$ cat src/rtl/uart_tx_frame.sv
// uart_tx_frame: UART transmit serializer.
// Sends one byte as an asynchronous frame on tx: start bit, 5..8 data bits
// LSB first, optional parity bit, then one or two stop bits. Bit timing is set
// by the external one-cycle baud_tick strobe. The frame format and the payload
// are captured when the frame is accepted, so later changes to the inputs do
// not affect a frame already in flight.
//
// Optional feature, macro UART_TX_BREAK_EN: adds input tx_break. While it is
// high in IDLE, tx is held low (line break) and tx_enable is ignored.
//
// state    | meaning
// ---------+------------------------------------------------------------
// S_IDLE   | line idle (tx=1, or 0 during a break); waiting for tx_enable
// S_START  | start bit on the line until the next baud_tick
// S_DATA   | data bit shadow_data[bit_cnt] on the line
// S_PARITY | parity bit on the line (only when parity is enabled)
// S_STOP1  | first stop bit
// S_STOP2  | second stop bit (only when two stop bits are configured)

module uart_tx_frame (
   input  logic       clk,
   input  logic       rst_n,
   input  logic       baud_tick,
   input  logic       tx_enable,
   input  logic [4:0] cfg_reg,
   input  logic [7:0] tx_data,
`ifdef UART_TX_BREAK_EN
   input  logic       tx_break,
`endif
   output logic       tx,
   output logic       tx_busy,
   output logic       tx_done
);

   typedef enum logic [2:0] {
      S_IDLE,
      S_START,
      S_DATA,
      S_PARITY,
      S_STOP1,
      S_STOP2
   } state_t;

   state_t     state;
   logic [7:0] shadow_data;
   logic [4:0] shadow_cfg;
   logic [2:0] bit_cnt;

   logic [2:0] last_bit;
   logic [2:0] next_cnt;
   logic [7:0] unused_hi;
   logic [7:0] data_masked;
   logic       parity_bit;
   logic       brk;

`ifdef UART_TX_BREAK_EN
   assign brk = tx_break;
`else
   assign brk = 1'b0;
`endif

   // Index of the final data bit: N-1 = 4 + length code.
   assign last_bit    = {1'b1, shadow_cfg[1:0]};
   assign next_cnt    = bit_cnt + 3'd1;
   // Bits above the configured length are excluded from the parity.
   assign unused_hi   = 8'hE0 << shadow_cfg[1:0];
   assign data_masked = shadow_data & ~unused_hi;
   // Even parity is the XOR of the data bits; odd parity inverts it.
   assign parity_bit  = (^data_masked) ^ shadow_cfg[4];

   // Frame sequencer with registered line, busy and done outputs.
   always_ff @(posedge clk or negedge rst_n) begin
      if (!rst_n) begin
         state       <= S_IDLE;
         shadow_data <= 8'h00;
         shadow_cfg  <= 5'h00;
         bit_cnt     <= 3'd0;
         tx          <= 1'b1;
         tx_busy     <= 1'b0;
         tx_done     <= 1'b0;
      end else begin
         case (state)
            S_IDLE: begin
               if (brk) begin
                  tx <= 1'b0;
               end else if (tx_enable) begin
                  // A coincident baud_tick is deliberately ignored here: the
                  // start bit simply lasts until the next tick.
                  shadow_data <= tx_data;
                  shadow_cfg  <= cfg_reg;
                  bit_cnt     <= 3'd0;
                  tx          <= 1'b0;
                  tx_busy     <= 1'b1;
                  tx_done     <= 1'b0;
                  state       <= S_START;
               end else begin
                  tx <= 1'b1;
               end
            end
            S_START: begin
               if (baud_tick) begin
                  tx      <= shadow_data[0];
                  bit_cnt <= 3'd0;
                  state   <= S_DATA;
               end
            end
            S_DATA: begin
               if (baud_tick) begin
                  if (bit_cnt == last_bit) begin
                     if (shadow_cfg[3]) begin
                        tx    <= parity_bit;
                        state <= S_PARITY;
                     end else begin
                        tx    <= 1'b1;
                        state <= S_STOP1;
                     end
                  end else begin
                     bit_cnt <= next_cnt;
                     tx      <= shadow_data[next_cnt];
                  end
               end
            end
            S_PARITY: begin
               if (baud_tick) begin
                  tx    <= 1'b1;
                  state <= S_STOP1;
               end
            end
            S_STOP1: begin
               if (baud_tick) begin
                  tx <= 1'b1;
                  if (shadow_cfg[2]) begin
                     state <= S_STOP2;
                  end else begin
                     tx_busy <= 1'b0;
                     tx_done <= 1'b1;
                     state   <= S_IDLE;
                  end
               end
            end
            S_STOP2: begin
               if (baud_tick) begin
                  tx      <= 1'b1;
                  tx_busy <= 1'b0;
                  tx_done <= 1'b1;
                  state   <= S_IDLE;
               end
            end
            default: begin
               tx      <= 1'b1;
               tx_busy <= 1'b0;
               state   <= S_IDLE;
            end
         endcase
      end
   end

endmodule

$ cat config.mk
export PLATFORM = sky130hd
export DESIGN_NAME = uart_tx_frame
export DESIGN_NICKNAME = d
export VERILOG_FILES = /design/src/rtl/uart_tx_frame.sv
export SDC_FILE = /design/constraint.sdc
export NUM_CORES = 1
export LEC_CHECK = 0
export BUFFER_PORTS_ARGS = -buffer_cell sky130_fd_sc_hd__buf_2
export CORE_MARGIN = 2
export CORE_UTILIZATION = 35
export DETAILED_ROUTE_END_ITERATION = 8
export GPL_TIMING_DRIVEN = 0
export SKIP_LAST_GASP = 1
export SYNTH_ARGS = -nofsm -noshare
export SYNTH_HDL_FRONTEND = slang
export SYNTH_SLANG_ARGS = --single-unit
export TNS_END_PERCENT = 30
$ cat constraint.sdc
create_clock -name clk -period 2.1 [get_ports clk]
set_clock_uncertainty 0.15 [all_clocks]
set_input_delay 0.105 -clock clk [delete_from_list [all_inputs] [get_ports clk]]
set_output_delay 0.105 -clock clk [all_outputs]
set_load 0.01 [all_outputs]
==> run_results.csv <==
group,metric,value,unit
floorplan,die_w,64.6,um
sta,whs,0.0990,ns
route,vias,1045,
grt,grt_pass1_vias,1018,
sta,period_share,96.2,%
setup_path,cp_slowest_cell,"mux4_1",
sta,min_period,2.02,ns
setup_path,arrival,2.06,ns
clock_tree,clk_pin_slew_worst_paths,0.08,ns
route,drc,0,
sta,slew_headroom,67.2,%
setup_path,ff2ff_setup_slack,0.08,ns
setup_path,reg2regPathDepth,5,
clock_tree,insertion_delay,0.27,ns
setup_path,slowest_delay,0.53,ns
clock_tree,cts_tree,"done",
logic_synthesis,synth_cells,122,
clock_tree,ctsLongestPathBuffers,2,
route,wirelength,2.53,mm
floorplan,rows,22,
power,clkPwrFrac,16.5,%
power,p_total,2.40,mW
power,power_density,1440,nW/um2
logic_synthesis,syn_area,1280,um2
route,detail_route.wl_per_cell,12.2,um
sta,finalSetupViolations,0,
logic_synthesis,ys_async_sr_fraction,100,%
logic_synthesis,syn_avg_cell_area,10.5,um2
clock_tree,cts.htree.levels,1,
power,seq_power_share,35.1,%
placement,io_buffers,19,
setup_path,critPathRequiredTime,2.14,ns
run,maxCapViolations,0,
final_layout,nNetsFinal,178,
logic_synthesis,ys_ff_latch,22,
logic_synthesis,synth.yosys.warnings,0,
final_layout,syn_to_final_growth,29.6,%
hold_path,min_path_type,"primary input to flop",
sta,grt_setup_unrepaired,"no",
clock_tree,cts-root-buf,"clkbuf_8",
setup_path,end_kind,"flop",
placement,place_congestion,0.858,
sta,worstMarginPinSlew,0.492,ns
power,sw_frac_of_total,36.6,%
clock_tree,post-cts-setup-buffer-count,0,
clock_tree,numCtsBuffers,3,
setup_path,cp-startpoint,"bit_cnt[0]",
grt,antenna_found_initial,0,
route,firstDrtPassIters,5,
sta,max_freq,0.495,GHz
grt,grt.total_usage,13.6,%
logic_synthesis,synth_cell_types,41,
logic_synthesis,synthFlopType,"dfrtp_1",
run_status,status,"completed",
power,p_int,1.52,mW
grt,gr-total-overflow,0,
route,routed_via_density,5.05,
floorplan,dieArea,4170,um2
grt,grt_max_degree,23,
grt,grt_pass1_wl,4.42,mm
setup_path,start_kind,"flop",
setup_path,crit_fanout,6,
sta,slew_violations,0,
final_layout,antenna_cells,0,
power,peakVddDrop,0.650,mV
setup_path,rr_startpoint,"bit_cnt[0]",
floorplan,core-area,3610,um2
logic_synthesis,syn-num-nets,140,
power,p_sw,0.880,mW
route,drt_iter0_markers,94,
final_layout,drive_gt1_share,29.6,%
sta,timing_hold_violations_final,0,
power,leakage,0.702,nW
setup_path,critPathCapture,"tx",
clock_tree,cts_sinks,22,
placement,hpwl,1.87,mm
route,postRouteAntennaNets,0,
floorplan,die_h,64.6,um
power,combPwrFrac,48.4,%
logic_synthesis,synth-edff-count,0,
setup_path,path_class,"flop to flop",
setup_path,r2r_end,"tx",
setup_path,crit_chain,"ha_4 > mux4_1 > mux2_4 > o221ai_2 > o31ai_2",
logic_synthesis,synth_seq_area_share,43.0,%
floorplan,initial_utilization,35.6,%
floorplan,io_pins,20,
[worst max-delay path, delay by kind of cell (launching register included)]
family / cells / cell delay [ns]
flops: 1 / 0.48
compound gates: 2 / 0.21
mux: 2 / 0.81
fa+ha+maj: 1 / 0.30
[cells in the final DEF (no fill, tap or decap), drive strengths merged, types with 2 or more instances in the layout]
master and instances:
dfrtp 21, xnor2 9, o221ai 2, mux2 11, o2bb2ai 2, inv 7, buf 25, o31ai 2
nor3 3, dlygate4sd3 14, o22ai 2, a31oi 2, nand2 11, nand3b 2, o21ai 9, nor2b 3
mux4 2, a21oi 7, clkbuf 3, nand2b 2, nor2 2
[cells in the mapped netlist, drive strengths merged (3+ instances only)]
| master | count | area, um2 |
|---|---|---|
| buf | 6 | 37.5 |
| dfrtp | 21 | 526 |
| xnor2 | 9 | 78.8 |
| nor2b | 3 | 18.8 |
| nand2 | 11 | 41.3 |
| inv | 7 | 26.3 |
| mux2 | 11 | 128 |
| o21ai | 9 | 45.0 |
| nor3 | 3 | 15.0 |
| a21oi | 7 | 35.0 |
[metal layers]
metal | vias to the layer above | share of wire, % | global-route usage [%]
li1 | 517 | - | -
met1 | 491 | 45 | 15.9
met2 | 32 | 48 | 23.2
met3 | 5 | 5.0 | 3.99
met4 | 0 | 1.5 | 5.59
met5 | - | 0 | 0
[flip-flops by register name, indices dropped and copies added (netlist names)]
name	cells
tx	1
tx_busy	1
tx_done	1
state	3
bit_cnt	3
shadow_cfg	5
shadow_data	8
[worst min path at each step]
| stage | from | slack (ns) | cells past startpoint | endpoint |
|---|---|---|---|---|
| after detailed placement | rst_n | -0.05 | 1 | state[1] |
| after global placement | rst_n | -0.06 | 1 | state[1] |
| after global routing | baud_tick | 0.13 | 3 | state[2] |
| final | baud_tick | 0.1 | 3 | state[2] |
| after CTS | baud_tick | 0.1 | 3 | state[2] |
| after floorplan | rst_n | -0.34 | 0 | bit_cnt[0] |
[power by group through the flow]
| stage | registers, mW | clock network [mW] | logic [mW] |
|---|---|---|---|
| after floorplan | 0.804 | 0 | 0.932 |
| after global placement | 0.837 | 0 | 1.12 |
| after detailed placement | 0.848 | 0 | 1.14 |
| after CTS | 0.841 | 0.403 | 1.16 |
| after global routing | 0.883 | 0.423 | 1.29 |
| final | 0.844 | 0.397 | 1.16 |
[cells by family after synthesis]
group	after synthesis	share of synthesized area, %
flip-flops	22	43.0
XOR/XNOR	10	6.82
multiplexers	14	14.5
AND/OR/NAND/NOR	29	12.3
AO/OA/AOI/OAI	33	17.4
adder cells (fa/ha/maj)	1	0.975
buffers and inverters	13	4.97
[metrics by stage]
stage	instance area (um2)	util (%)	cells	setup WS (ns)	TNS, ns
floorplan	1280	-	122	0.0934	0
global placement	1440	39.9	189	-0.00183	-0.00183
detailed placement	1440	39.9	189	-0.0118	-0.0118
CTS	1650	45.8	207	0.000981	0
global route	1660	46.1	207	0.0205	0
finish	1660	46.1	207	0.0797	0
[timing repair]
| item | CTS | global route |
|---|---|---|
| hold endpoints to repair | 35 | 0 |
| endpoints found under the setup margin | 1 | 1 |
| gates cloned | 0 | 0 |
| hold buffers | 14 | 0 |
| resized for setup | 1 | 1 |
[final cells by class]
cell class	instances	area [um2]
plain buffers	6	37.5
fillers	336	1940
clock buffers	3	41.3
multi-input cells	87	681
inverters	7	26.3
clock inverters	1	30.0
repair buffers	33	235
flip-flops and latches	22	553
well taps	48	60.1
Power figures use the tool's default switching activity.
